[src/rtl/uart_pkg.sv]
// uart_pkg: shared types and constants for the UART receive path.
//   rx_state_e                 receiver FSM state encoding
//   UART_DATA_W                data bits per frame
//   UART_DEFAULT_CLKS_PER_BIT  50 MHz / 115200 baud
package uart_pkg;

  localparam int unsigned UART_DATA_W               = 8;
  localparam int unsigned UART_DEFAULT_CLKS_PER_BIT = 434;

  typedef enum logic [2:0] {
    ST_IDLE      = 3'd0,
    ST_START     = 3'd1,
    ST_DATA      = 3'd2,
    ST_PARITY    = 3'd3,
    ST_STOP      = 3'd4,
    ST_WAIT_HIGH = 3'd5
  } rx_state_e;

endpackage

[src/rtl/sync_fifo.sv]
// sync_fifo: single-clock show-ahead FIFO, reusable by RX and TX paths.
// Ports:
//   clk, rst        clock, async active-high reset (pointers and storage cleared)
//   push, push_data write request and data; dropped when full unless popping
//   pop             read request; ignored when empty
//   head_c          head entry, read combinationally from storage
//   full_c, empty_c status derived from the registered pointers
module sync_fifo #(
  parameter int unsigned WIDTH      = 8,
  parameter int unsigned DEPTH_LOG2 = 4
) (
  input  logic             clk,
  input  logic             rst,
  input  logic             push,
  input  logic [WIDTH-1:0] push_data,
  input  logic             pop,
  output logic [WIDTH-1:0] head_c,
  output logic             full_c,
  output logic             empty_c
);

  localparam int unsigned DEPTH = 2 ** DEPTH_LOG2;
  localparam int unsigned PTR_W = DEPTH_LOG2 + 1;

  logic [PTR_W-1:0] wr_ptr;
  logic [PTR_W-1:0] rd_ptr;
  logic [WIDTH-1:0] mem [DEPTH];
  logic             do_push;
  logic             do_pop;

  // Extra pointer MSB distinguishes full from empty when the indices match.
  assign empty_c = (wr_ptr == rd_ptr);
  assign full_c  = (wr_ptr[PTR_W-1] != rd_ptr[PTR_W-1]) &&
                   (wr_ptr[PTR_W-2:0] == rd_ptr[PTR_W-2:0]);
  assign head_c  = mem[rd_ptr[PTR_W-2:0]];

  // A pop frees the slot a full-FIFO push needs in the same cycle.
  assign do_pop  = pop && !empty_c;
  assign do_push = push && (!full_c || do_pop);

  // Pointer update.
  always_ff @(posedge clk or posedge rst) begin
    if (rst) begin
      wr_ptr <= '0;
      rd_ptr <= '0;
    end else begin
      if (do_push) wr_ptr <= wr_ptr + PTR_W'(1);
      if (do_pop)  rd_ptr <= rd_ptr + PTR_W'(1);
    end
  end

  // Storage write.
  always_ff @(posedge clk or posedge rst) begin
    if (rst) begin
      for (int unsigned i = 0; i < DEPTH; i++) mem[i] <= '0;
    end else if (do_push) begin
      mem[wr_ptr[PTR_W-2:0]] <= push_data;
    end
  end

endmodule

[src/rtl/uart_rx_fifo.sv]
// uart_rx_fifo: UART receiver (8N1, or 8E1 with UART_RX_PARITY_EN defined)
// feeding a show-ahead FIFO drained by the core.
// Ports:
//   clk, rst    clock, async active-high reset
//   rxd         asynchronous serial input, idles high
//   uart_rdreq  pop one byte per asserted cycle
//   uart_in     FIFO head byte, valid while uart_empty is low
//   uart_empty  FIFO empty
//   frame_err   one-cycle pulse on bad stop bit or parity
//   overrun     one-cycle pulse when a good byte is dropped on a full FIFO
module uart_rx_fifo
  import uart_pkg::*;
#(
  parameter int unsigned CLKS_PER_BIT = UART_DEFAULT_CLKS_PER_BIT,
  parameter int unsigned DEPTH_LOG2   = 4
) (
  input  logic                   clk,
  input  logic                   rst,
  input  logic                   rxd,
  input  logic                   uart_rdreq,
  output logic [UART_DATA_W-1:0] uart_in,
  output logic                   uart_empty,
  output logic                   frame_err,
  output logic                   overrun
);

  localparam int unsigned CNT_W     = $clog2(CLKS_PER_BIT);
  localparam int unsigned BIT_CNT_W = $clog2(UART_DATA_W);
  // The IDLE cycle that detects the falling edge already counts toward the half bit.
  localparam logic [CNT_W-1:0]     HALF_LAST = CNT_W'(CLKS_PER_BIT / 2 - 2);
  localparam logic [CNT_W-1:0]     BIT_LAST  = CNT_W'(CLKS_PER_BIT - 1);
  localparam logic [BIT_CNT_W-1:0] LAST_BIT  = BIT_CNT_W'(UART_DATA_W - 1);

  rx_state_e              state_q, state_d;
  logic [1:0]             rxd_sync;
  logic                   rxd_s;
  logic [CNT_W-1:0]       baud_cnt;
  logic [BIT_CNT_W-1:0]   bit_cnt;
  logic [UART_DATA_W-1:0] shift_q;
  logic                   push_q;
  logic                   fifo_full;
  logic                   pop_c;
  logic                   half_done;
  logic                   bit_done;
  logic                   par_ok;
  logic                   cnt_clr_c;
  logic                   shift_en_c;
  logic                   good_c;
  logic                   bad_c;

  // Two-flop synchronizer; resets to the idle level.
  always_ff @(posedge clk or posedge rst) begin
    if (rst) rxd_sync <= 2'b11;
    else     rxd_sync <= {rxd_sync[0], rxd};
  end
  assign rxd_s = rxd_sync[1];

  assign half_done = (baud_cnt == HALF_LAST);
  assign bit_done  = (baud_cnt == BIT_LAST);
  assign pop_c     = uart_rdreq && !uart_empty;

`ifdef UART_RX_PARITY_EN
  logic par_en_c;
  logic par_bit_q;

  // Parity bit captured in the PARITY state.
  always_ff @(posedge clk or posedge rst) begin
    if (rst)           par_bit_q <= 1'b0;
    else if (par_en_c) par_bit_q <= rxd_s;
  end

  // Even parity: data plus parity bit carry an even number of ones.
  assign par_ok = ~(^{shift_q, par_bit_q});
`else
  assign par_ok = 1'b1;
`endif

  // State register.
  always_ff @(posedge clk or posedge rst) begin
    if (rst) state_q <= ST_IDLE;
    else     state_q <= state_d;
  end

  // Next-state logic.
  always_comb begin
    state_d = state_q;
    case (state_q)
      ST_IDLE:      if (!rxd_s) state_d = ST_START;
      ST_START:     if (half_done) state_d = rxd_s ? ST_IDLE : ST_DATA;
      ST_DATA: begin
        if (bit_done && (bit_cnt == LAST_BIT)) begin
`ifdef UART_RX_PARITY_EN
          state_d = ST_PARITY;
`else
          state_d = ST_STOP;
`endif
        end
      end
`ifdef UART_RX_PARITY_EN
      ST_PARITY:    if (bit_done) state_d = ST_STOP;
`endif
      ST_STOP:      if (bit_done) state_d = (rxd_s && par_ok) ? ST_IDLE : ST_WAIT_HIGH;
      ST_WAIT_HIGH: if (rxd_s) state_d = ST_IDLE;
      default:      state_d = ST_IDLE;
    endcase
  end

  // Datapath strobes decoded from the current state.
  always_comb begin
    cnt_clr_c  = 1'b0;
    shift_en_c = 1'b0;
    good_c     = 1'b0;
    bad_c      = 1'b0;
`ifdef UART_RX_PARITY_EN
    par_en_c   = 1'b0;
`endif
    case (state_q)
      ST_IDLE:  cnt_clr_c = 1'b1;
      ST_START: cnt_clr_c = half_done;
      ST_DATA: begin
        cnt_clr_c  = bit_done;
        shift_en_c = bit_done;
      end
`ifdef UART_RX_PARITY_EN
      ST_PARITY: begin
        cnt_clr_c = bit_done;
        par_en_c  = bit_done;
      end
`endif
      ST_STOP: begin
        good_c = bit_done && rxd_s && par_ok;
        bad_c  = bit_done && !(rxd_s && par_ok);
      end
      default: ;
    endcase
  end

  // Baud counter, bit counter, shift register and registered push/status pulses.
  always_ff @(posedge clk or posedge rst) begin
    if (rst) begin
      baud_cnt  <= '0;
      bit_cnt   <= '0;
      shift_q   <= '0;
      push_q    <= 1'b0;
      frame_err <= 1'b0;
      overrun   <= 1'b0;
    end else begin
      baud_cnt <= cnt_clr_c ? '0 : baud_cnt + CNT_W'(1);
      if (state_q == ST_IDLE) bit_cnt <= '0;
      else if (shift_en_c)    bit_cnt <= bit_cnt + BIT_CNT_W'(1);
      if (shift_en_c) shift_q <= {rxd_s, shift_q[UART_DATA_W-1:1]};
      // A pop in the stop-sample cycle makes room for next cycle's push.
      push_q    <= good_c && (!fifo_full || pop_c);
      overrun   <= good_c && fifo_full && !pop_c;
      frame_err <= bad_c;
    end
  end

  // shift_q stays stable for the push cycle: the next frame's first shift is
  // at least half a bit period away.
  sync_fifo #(
    .WIDTH      (UART_DATA_W),
    .DEPTH_LOG2 (DEPTH_LOG2)
  ) u_fifo (
    .clk       (clk),
    .rst       (rst),
    .push      (push_q),
    .push_data (shift_q),
    .pop       (uart_rdreq),
    .head_c    (uart_in),
    .full_c    (fifo_full),
    .empty_c   (uart_empty)
  );

endmodule

[config.mk]
export PLATFORM = sky130hd
export DESIGN_NAME = uart_rx_fifo
export DESIGN_NICKNAME = d
export VERILOG_FILES = /design/src/rtl/uart_pkg.sv /design/src/rtl/sync_fifo.sv /design/src/rtl/uart_rx_fifo.sv
export SDC_FILE = /design/constraint.sdc
export NUM_CORES = 1
export LEC_CHECK = 0
export ABC_AREA = 1
export BUFFER_PORTS_ARGS = -buffer_cell sky130_fd_sc_hd__buf_4
export CORE_MARGIN = 2
export CORE_UTILIZATION = 50
export CTS_CLUSTER_DIAMETER = 40
export DETAILED_ROUTE_END_ITERATION = 10
export PLACE_DENSITY = 0.68
export SYNTH_ARGS = -nofsm -noshare
export SYNTH_HDL_FRONTEND = slang
export SYNTH_SLANG_ARGS = --single-unit
[constraint.sdc]
create_clock -name clk -period 4.7 [get_ports clk]
set_input_delay 0.47 -clock clk [delete_from_list [all_inputs] [get_ports clk]]
set_output_delay 0.47 -clock clk [all_outputs]
set_load 0.03 [all_outputs]
# Word-level counts from Yosys, hierarchy flattened
# Index checks and enable logic that the tools add are counted.
# W data, S select, Z words.
[classes]
n_addsub = 4
magnitude_cmp = 3
eq_ne = 15
n_mux = 21
n_bitwise = 2
reduce_logical = 18
[ops]
columns = ["operator", "n"]
rows = [
  ["$bwmux W128", 1],
  ["$bmux W8 S4", 1],
  ["$demux W8 S4", 1],
  ["$mux W3", 8],
  ["$mux W8", 3],
  ["$pmux W3 S5", 1],
  ["$add A5 B1 Y5 const B", 2],
  ["$ge A5 B5 Y1 const B", 2],
  ["$logic_and A1 B1 Y1", 10],
  ["$ne A2 B2 Y1 const B", 5],
  ["$not A4 Y5", 2],
  ["$add A9 B1 Y9 const B", 1],
  ["$eq A3 B3 Y1 const B", 3],
  ["$eq A9 B8 Y1 const B", 1],
  ["$eq A9 B9 Y1 const B", 1],
  ["$mux W9", 1],
  ["$eq A5 B5 Y1", 1],
  ["$lt A5 B1 Y1 const B", 1],
  ["$reduce_and A5 Y1", 1],
  ["$eq A4 B4 Y1", 1],
  ["$logic_not A1 Y1", 4],
  ["$add A3 B1 Y3 const B", 1],
  ["$eq A3 B1 Y1 const B", 1],
  ["$eq A3 B2 Y1 const B", 1],
  ["other kinds (7)", 9],
]
[word_totals]
register_bits = 166
input_bits = 4
output_inout_bits = 11
elab_cells = 89

# Longest topological paths before layout
# Gate-level depths: netlist (run 1).
[depth]
word_depth = 6
depth_mapped = 11
ltp_nobuf = 11

# Hierarchy
# A second synthesis (run 1) with hierarchy kept.
[unflattened]
cells_unflattened = 1088
hier_area_um2 = 8516.9
[by_module_without_submodules]
columns = ["module", "instances", "cells_each", "area_per_inst_um2", "seq_area_each_um2"]
rows = [
  ["sync_fifo", 1, 916, 7129.3, 3453.3],
  ["uart_rx_fifo", 1, 172, 1387.6, 703.2],
]

# Worst setup path after synthesis (run 1)
# OpenSTA, ideal clock, no wires.
[synth_timing]
kind = "register to output"
startpoint = "register u_fifo.rd_ptr[0]"
endpoint = "output port uart_in[1]"
arrival_ns = 1.424
required_time_ns = 4.230
setup_slack_ns = 2.806
stages_incl_launch_ff = 8
n_path_buf = 2
cell_sequence = "dfrtp_1 > inv_2 > buf_2 > clkbuf_1 > nor2_1 > o211ai_1 > nand3_1 > nand2_1"
[synth_between]
elab_chain_cells = 4
[synth_lines]
columns = ["element", "line_no", "rtl"]
rows = [
  ["start: declaration", "sync_fifo.sv:26", "logic [PTR_W-1:0] rd_ptr;"],
  ["start signal: assignment", "sync_fifo.sv:48", "if (do_pop) rd_ptr <= rd_ptr + PTR_W'(1);"],
  ["$not A4 Y5 (implied by the code)", "sync_fifo.sv:35", "assign head_c = mem[rd_ptr[PTR_W-2:0]];"],
  ["$bmux W8 S4", "sync_fifo.sv:35", ""],
  ["$mux W8 (implied by the code) (2 in series)", "sync_fifo.sv:35", ""],
  ["end: declaration", "uart_rx_fifo.sv:21", "output logic [UART_DATA_W-1:0] uart_in,"],
]
# No other way between the ends. The select of a mux whose other input is x is not followed.

# Worst setup path after layout (run 1)
[layout_timing]
startpoint = "register u_fifo.rd_ptr[0]"
endpoint = "output port uart_in[2]"
# The elaborated chain is that of the path after synthesis.

==> results of run 1 <==
[synthesized netlist by cell type, drive strengths merged]
| cell | count | area [sq um] |
|---|---|---|
| xor2 | 8 | 70.1 |
| xnor2 | 4 | 35.0 |
| clkinv | 1 | 3.75 |
| buf | 52 | 334 |
| inv | 49 | 184 |
| a21oi | 1 | 5.00 |
| clkbuf | 20 | 75.1 |
| dfstp | 2 | 52.6 |
| o211ai | 16 | 120 |
| nor2 | 128 | 485 |
| nand3 | 38 | 343 |
| nand2 | 389 | 1470 |
| o21ai | 79 | 395 |
| a21boi | 1 | 7.51 |
| o22ai | 8 | 50.1 |
| ha | 9 | 113 |
| nor3 | 4 | 20.0 |
| dfrtp | 164 | 4100 |
| nand4 | 134 | 838 |
[area by class of cell]
cell class	instances	area, sq um
clock buffers	18	439
clock inverters	14	159
fillers	1664	7770
inverters	50	191
multi-input cells	819	3960
flip-flops and latches	166	4160
well taps	225	282
repair buffers	26	220
[critical path: stages, from the launching register on]
cell and delay (ns):
dfrtp_2 0.60, inv_2 0.12, buf_4 0.56, o21ai_0 0.24, o22ai_1 0.26, nand2_1 0.12
nand2_1 0.11, inv_1 0.04, nand2_1 0.06, buf_4 0.15
[sequential cells by signal, indices dropped and copies added (netlist names)]
name / flops
push_q: 1
u_fifo.wr_ptr: 5
state_q: 3
rxd_sync: 2
shift_q: 8
overrun: 1
frame_err: 1
baud_cnt: 9
u_fifo.rd_ptr: 5
bit_cnt: 3
u_fifo.mem: 128
[power by group through the flow]
stage	Clock [W]	Sequential, W	Combinational (W)
final	0.00145	0.00143	0.0000330
after global routing	0.00152	0.00143	0.0000391
after CTS	0.00146	0.00143	0.0000354
after detailed placement	0	0.00146	0.0000352
after global placement	0	0.00146	0.0000349
after floorplan	0	0.00146	0.0000215
[cell usage in the layout (no fill, tap or decap), types with 9 or more instances in the layout]
cell	n
buf_4	24
clkbuf_16	17
dfrtp_1	162
ha_1	9
inv_1	39
inv_2	9
nand2_1	388
nand3_1	21
nand3_4	10
nand4_1	134
nor2_1	126
o211ai_1	16
o21ai_0	69
o21ai_1	10
[worst max-delay path by stage]
| stage | from | to | slack (ns) | cells after the start |
|---|---|---|---|---|
| 6_report | u_fifo.rd_ptr[0] | uart_in[2] | 1.48 | 9 |
| 5_1_grt | u_fifo.rd_ptr[0] | uart_in[2] | 1.35 | 9 |
| 4_1_cts | u_fifo.rd_ptr[0] | uart_in[2] | 1.58 | 9 |
| 3_5_place_dp | u_fifo.rd_ptr[1] | u_fifo.mem[12] | 1.90 | 10 |
| 3_3_place_gp | u_fifo.rd_ptr[1] | u_fifo.mem[21] | 1.96 | 10 |
| 2_1_floorplan | rst | baud_cnt[0] | 2.12 | 1 |
[logic make-up after synthesis]
group,count (synthesis),synth area share [%]
AND/OR/NAND/NOR,693,36.2
XOR/XNOR,12,1.21
adder cells (fa/ha/maj),9,1.29
buffers and inverters,122,6.86
flip-flops,166,47.8
AO/OA/AOI/OAI,105,6.64
[metrics by stage]
stage                     hold WS (ns)  std cells  util, %  setup slack (ns)  power, W
after global routing             0.126       1318     54.8              1.35   0.00299
after floorplan                  0.345       1107        -              2.12   0.00148
after CTS                        0.123       1318     54.8              1.58   0.00293
after detailed placement         0.352       1286     51.3              1.90   0.00149
after global placement           0.350       1286     51.3              1.96   0.00149
final                            0.129       1318     54.8              1.48   0.00291
[per-layer routing]
| metal | vias to the layer above | wire, um | global-route usage [%] |
|---|---|---|---|
| li1 | 3639 | - | - |
| met1 | 3644 | 10300 | 37.2 |
| met2 | 275 | 11100 | 40.9 |
| met3 | 51 | 1370 | 4.36 |
| met4 | 0 | 672 | 10.9 |
| met5 | - | 0 | 0 |
==> impl_results.md, run 1 <==
- H-Tree Depth: 4
- First-pass GRT wire length: 37700 um
- Total Die Area: 18500 sq um
- Max Root-Sink Buffers: 2
- Clock tree sinks: 166
- Sequential fraction of the synthesis area: 47.8%
- Clock Power Share: 49.7%
- Initial Utilization: 50.7%
- Switching part of the total power: 22.9%
- Final ANT Viol Nets: 0
- # IOs: 15
- CTS tree: yes
- WL/cell: 17.8 um
- Cell count after synthesis: 1107
- Cell variety after synth: 28
- Routability Congestion: 0.880
- Worst r2r path cells: 7
- Fmax achieved: 311 MHz
- Largest net degree at the start of global routing: 98
- Pint: 0.00224 W
- Initial antenna violation count: 0
- Arrival @ worst endpoint: 2.75 ns
- Die height: 136 um
- Slew headroom: 30.9%
- Synth warn: 0
- Post-CTS setup buffer count: 0
- Hold_sp: rxd
- Worst-Margin Slew: 1.04 ns
- PwrDens: 309 nW/um^2
- Diodes inserted: 0
- Final Setup Violations: 0
- Fin area: 9410 sq um
- Crit-path max FO: 65
- FF-to-FF Start: u_fifo.rd_ptr[2]
- Final Slew Violations: 0
- Die X: 136 um
- Setup crit start kind: register
- Setup slack, reg-to-reg: 1.82 ns
- PortBufs: 14
- Synth Area per Inst: 7.86 sq um
- RSZ-0062 raised after global routing: false
- Status: finished, final reports clean
- Min cycle time layout: 3.22 ns
- Maximum VDD drop: 0.000268 V
- CORE AREA: 17200 sq um
- # DRC: 0
- Vias in the first global route: 6993
- Skew final: 0.0183 ns
- Hold path depth: 1
- CTS clk-pin slew, worst paths: 0.07 ns
- Layout area overhead: 8.12%
- Total wire length: 23500 um
- Worst Hold End: rxd_sync[0]
- Syn nets: 1120
- Hold crit path type: input port to register
- Hold Buf Count CTS: 0
- CP required: 4.23 ns
- NetSw: 0.000667 W
- #FFs+latches synth: 166
- Final net count: 1093
- 1st-pass router iterations: 5
- PostCTS Resize Cnt: 0
- Critical Path Sink Type: output pin
- Dpl hpwl: 14400 um
- CTS buffer count: 17
- Setup TNS: 0 ns
- Max Cap Viol: 0
- FF-to-FF End: u_fifo.mem[15]
- Clock latency on the worst-skew pair: 0.45 ns
- Gate power share: 1.1%
- Rows: 48
- DR vias: 7609
- Global Route Usage Sum: 26.5%
- Clock root cell: clkbuf_16
- Part of the power in registers: 49.2%
- Layout cells sized above 1: 8.42%
- Hold Fails Final Rpt: 0
- Area after DPL: 8810 sq um
- Initial DRC Count: 718
- Period utilization: 68.5%
- Via density: 5.77
- Syn Std Cell Area: 8700 sq um
- Global route overflow: 0
- Critical path type: register to output pin
- Leakage: 4.89 nW
Note: power is estimated with default switching activity, not from simulation.
==> inputs of run 2 (changes only) <==
- ABC_AREA: 1 -> 0
- PLACE_DENSITY: 0.68 -> 0.66
- clock period: 4.7 -> 3.3 ns (I/O delays scaled with it)
==> run 2 against run 1 <==
Largest power group unchanged; synthesized cell count fell by 51%; sequential power rose by 48%; cell area fell by 7.5%; clock power is 50% higher; combinational power grew to 22 times the previous value; critical path depth shrank 4; clock skew decreased by 0.0094 ns; highest routed layer unchanged; worst setup slack got worse by 0.88 ns; via count shrank 41%.
==> impl_results.md, run 2 <==
- Asr flop ratio synth: 100%
- Initial DRC Count: 355
- #FFs+latches synth: 166
- Most instantiated cells after synthesis: dfrtp_1 (164), mux2_2 (138), mux4_2 (32)
- Synth warn: 0
- Met1 Use GR: 31.1%
- FF-to-FF Start: u_fifo.wr_ptr[2]
- Skew final: 0.00889 ns
- Hold Fails Final Rpt: 0
- Synth Area per Inst: 14.4 sq um
- Die height: 129 um
- Commonest non-fill, non-tap cells in the layout: dfrtp_1 (163), mux2_2 (138), mux4_2 (32)
- Critical path type: register to output pin
- Share of the synthesized area in the top cell type: 52.7%
- WL/cell: 20.9 um
- Leading area contributor after synthesis: dfrtp_1
- Final WS setup: 0.606 ns
- Fmax achieved: 371 MHz
- Diodes inserted: 0
- # IOs: 15
- Layout area overhead: 11.8%
- PwrDens: 576 nW/um^2
- Sequential fraction of the synthesis area: 53.4%
- Slew headroom: 40.4%
- Met2 usage: 31.1%
- Layout cells sized above 1: 44.1%
- DR vias: 4484
- Via density: 5.98
- RSZ-0062 raised after global routing: false
- CTS buffer count: 17
- Period utilization: 81.6%
- Cell count after synthesis: 539
- Hold crit path type: input port to async pin
- Critical Path Sink Type: output pin
- Leakage: 4.04 nW
- CORE AREA: 15200 sq um
- Cell variety after synth: 47
- Worst path most repeated cell: buf_4
- # DRC: 0
- Setup TNS: 0 ns
- 1st-pass router iterations: 4
- Initial antenna violation count: 0
- Clock latency on the worst-skew pair: 0.42 ns
- Initial Utilization: 51.2%
- Final Setup Violations: 0
- Top cells by area, synth: dfrtp_1 (53%), mux2_2 (20%), mux4_2 (9.3%)
- Design Power: 0.00501 W
- Clock root cell: clkbuf_16
- Rows: 45
- Arrival @ worst endpoint: 2.36 ns
- Max Cap Viol: 0
- Final ANT Viol Nets: 0
- Maximum VDD drop: 0.000437 V
- Setup crit start kind: register
- Final Slew Violations: 0
- Die X: 129 um
- CP required: 2.97 ns
- CP max stage delay: 0.56 ns
- Min cycle time layout: 2.69 ns
- Max reg flops: 128
- Place WS: 0.842 ns
- Commonest non-fill, non-tap cell in the layout: dfrtp_1
- Routability Congestion: 0.782
- Largest net degree at the start of global routing: 167
- Crit. Startpoint: u_fifo.rd_ptr[0]
- Met3 Track Usage GR: 5.07%
- Global Route Usage Sum: 20.9%
- Largest registers: u_fifo.mem: 128 flops, baud_cnt: 9 flops, shift_q: 8 flops
- Vias in the first global route: 4712
- Crit-path max FO: 22
- Syn Std Cell Area: 7780 sq um
- First-pass GRT wire length: 26200 um
- PostCTS Resize Cnt: 0
- Most common cell in the synthesized netlist: dfrtp_1
- Final net count: 562
- Gr busiest metal: met1
- Status: finished, final reports clean
- PortBufs: 14
- Dpl hpwl: 10000 um
- H-Tree Depth: 4
- Predominant post-synthesis flop cell: dfrtp_1
- Most flop-heavy register: u_fifo.mem
- Max Root-Sink Buffers: 2
- CTS clk-pin slew, worst paths: 0.06 ns
- Syn nets: 552
- Global route overflow: 0
- Worst-Margin Slew: 0.892 ns
- Number of synthesized flops with an enable pin: 0
- Clock tree sinks: 166
- Post-CTS setup buffer count: 0
- Slowest stage cell on the critical path: mux4_2
- Total wire length: 15700 um
- Cell chain of the critical path: buf_4 > mux4_2 > a22oi_1 > nand2_1 > buf_4
- CTS tree: yes
- Total Die Area: 16600 sq um
- Hold Buf Count CTS: 1
[run 2: changes by cell type after synthesis, moves of 16 or more]
| cell | previous run | this run |
|---|---|---|
| o21ai_0 | 69 | 2 |
| nand4_1 | 134 | 8 |
| inv_1 | 40 | 8 |
| mux2_2 | 0 | 138 |
| a22oi_1 | 0 | 16 |
| o211ai_1 | 16 | 0 |
| mux4_2 | 0 | 32 |
| nand2_1 | 388 | 16 |
| nor2_1 | 126 | 14 |
[run 2: per-layer routing]
layer / up-vias / part of all wire, %
li1: 2022 / -
met1: 2353 / 47
met2: 89 / 47
met3: 20 / 4.9
met4: 0 / 1.3
met5: - / 0
[run 2: final timing paths]
check | to | slack, ns | cells after the start
max | uart_in[5] | 0.61 | 5
min | bit_cnt[2] | 0.17 | 3
max reg2reg | u_fifo.mem[123] | 0.82 | 5
min reg2reg | rxd_sync[1] | 0.36 | 0
max in group asynchronous | u_fifo.mem[33] | 2.50 | 3
min in group clk | u_fifo.rd_ptr[4] | 0.25 | 3
[run 2: critical path: cells and delay by family, from the launching register on]
kind	cells	cell delay, ns
flops	1	0.38
buf+inv	2	0.59
simple gates	1	0.13
compound gates	1	0.26
mux	1	0.56
[run 2: cell type report]
| type | instances | area (sq um) |
|---|---|---|
| clock inverters | 13 | 219 |
| fillers | 1206 | 6500 |
| inverters | 8 | 33.8 |
| flip-flops and latches | 166 | 4160 |
| clock buffers | 19 | 433 |
| multi-input cells | 333 | 3430 |
| well taps | 188 | 235 |
| repair buffers | 23 | 188 |
[run 2: where the power goes]
group	internal, W	total [W]	leakage [nW]	switching [W]
combinational	0.000254	0.000718	1.45	0.000464
sequential	0.00207	0.00212	2.27	0.0000457
clock	0.00136	0.00218	0.318	0.000821
[run 2: cell families after synthesis]
group                      count (synthesis)  synth area share (%)
muxes                                    173                  29.6
DFF                                      166                  53.4
and+or+nand+nor                           82                  5.64
AOI/OAI and AO/OA                         50                  5.08
buffers and inverters                     40                  2.56
xor gates and xnor gates                  19                  2.24
adders and majority gates                  9                  1.45
[run 2: metrics by stage]
stage	instances	hold slack [ns]	util [%]	area, sq um
floorplan	539	0.334	-	7780
global placement	717	0.349	52.9	8040
detailed placement	717	0.349	52.9	8040
CTS	750	0.229	57.2	8700
global route	750	0.235	57.2	8700
finish	750	0.168	57.2	8700
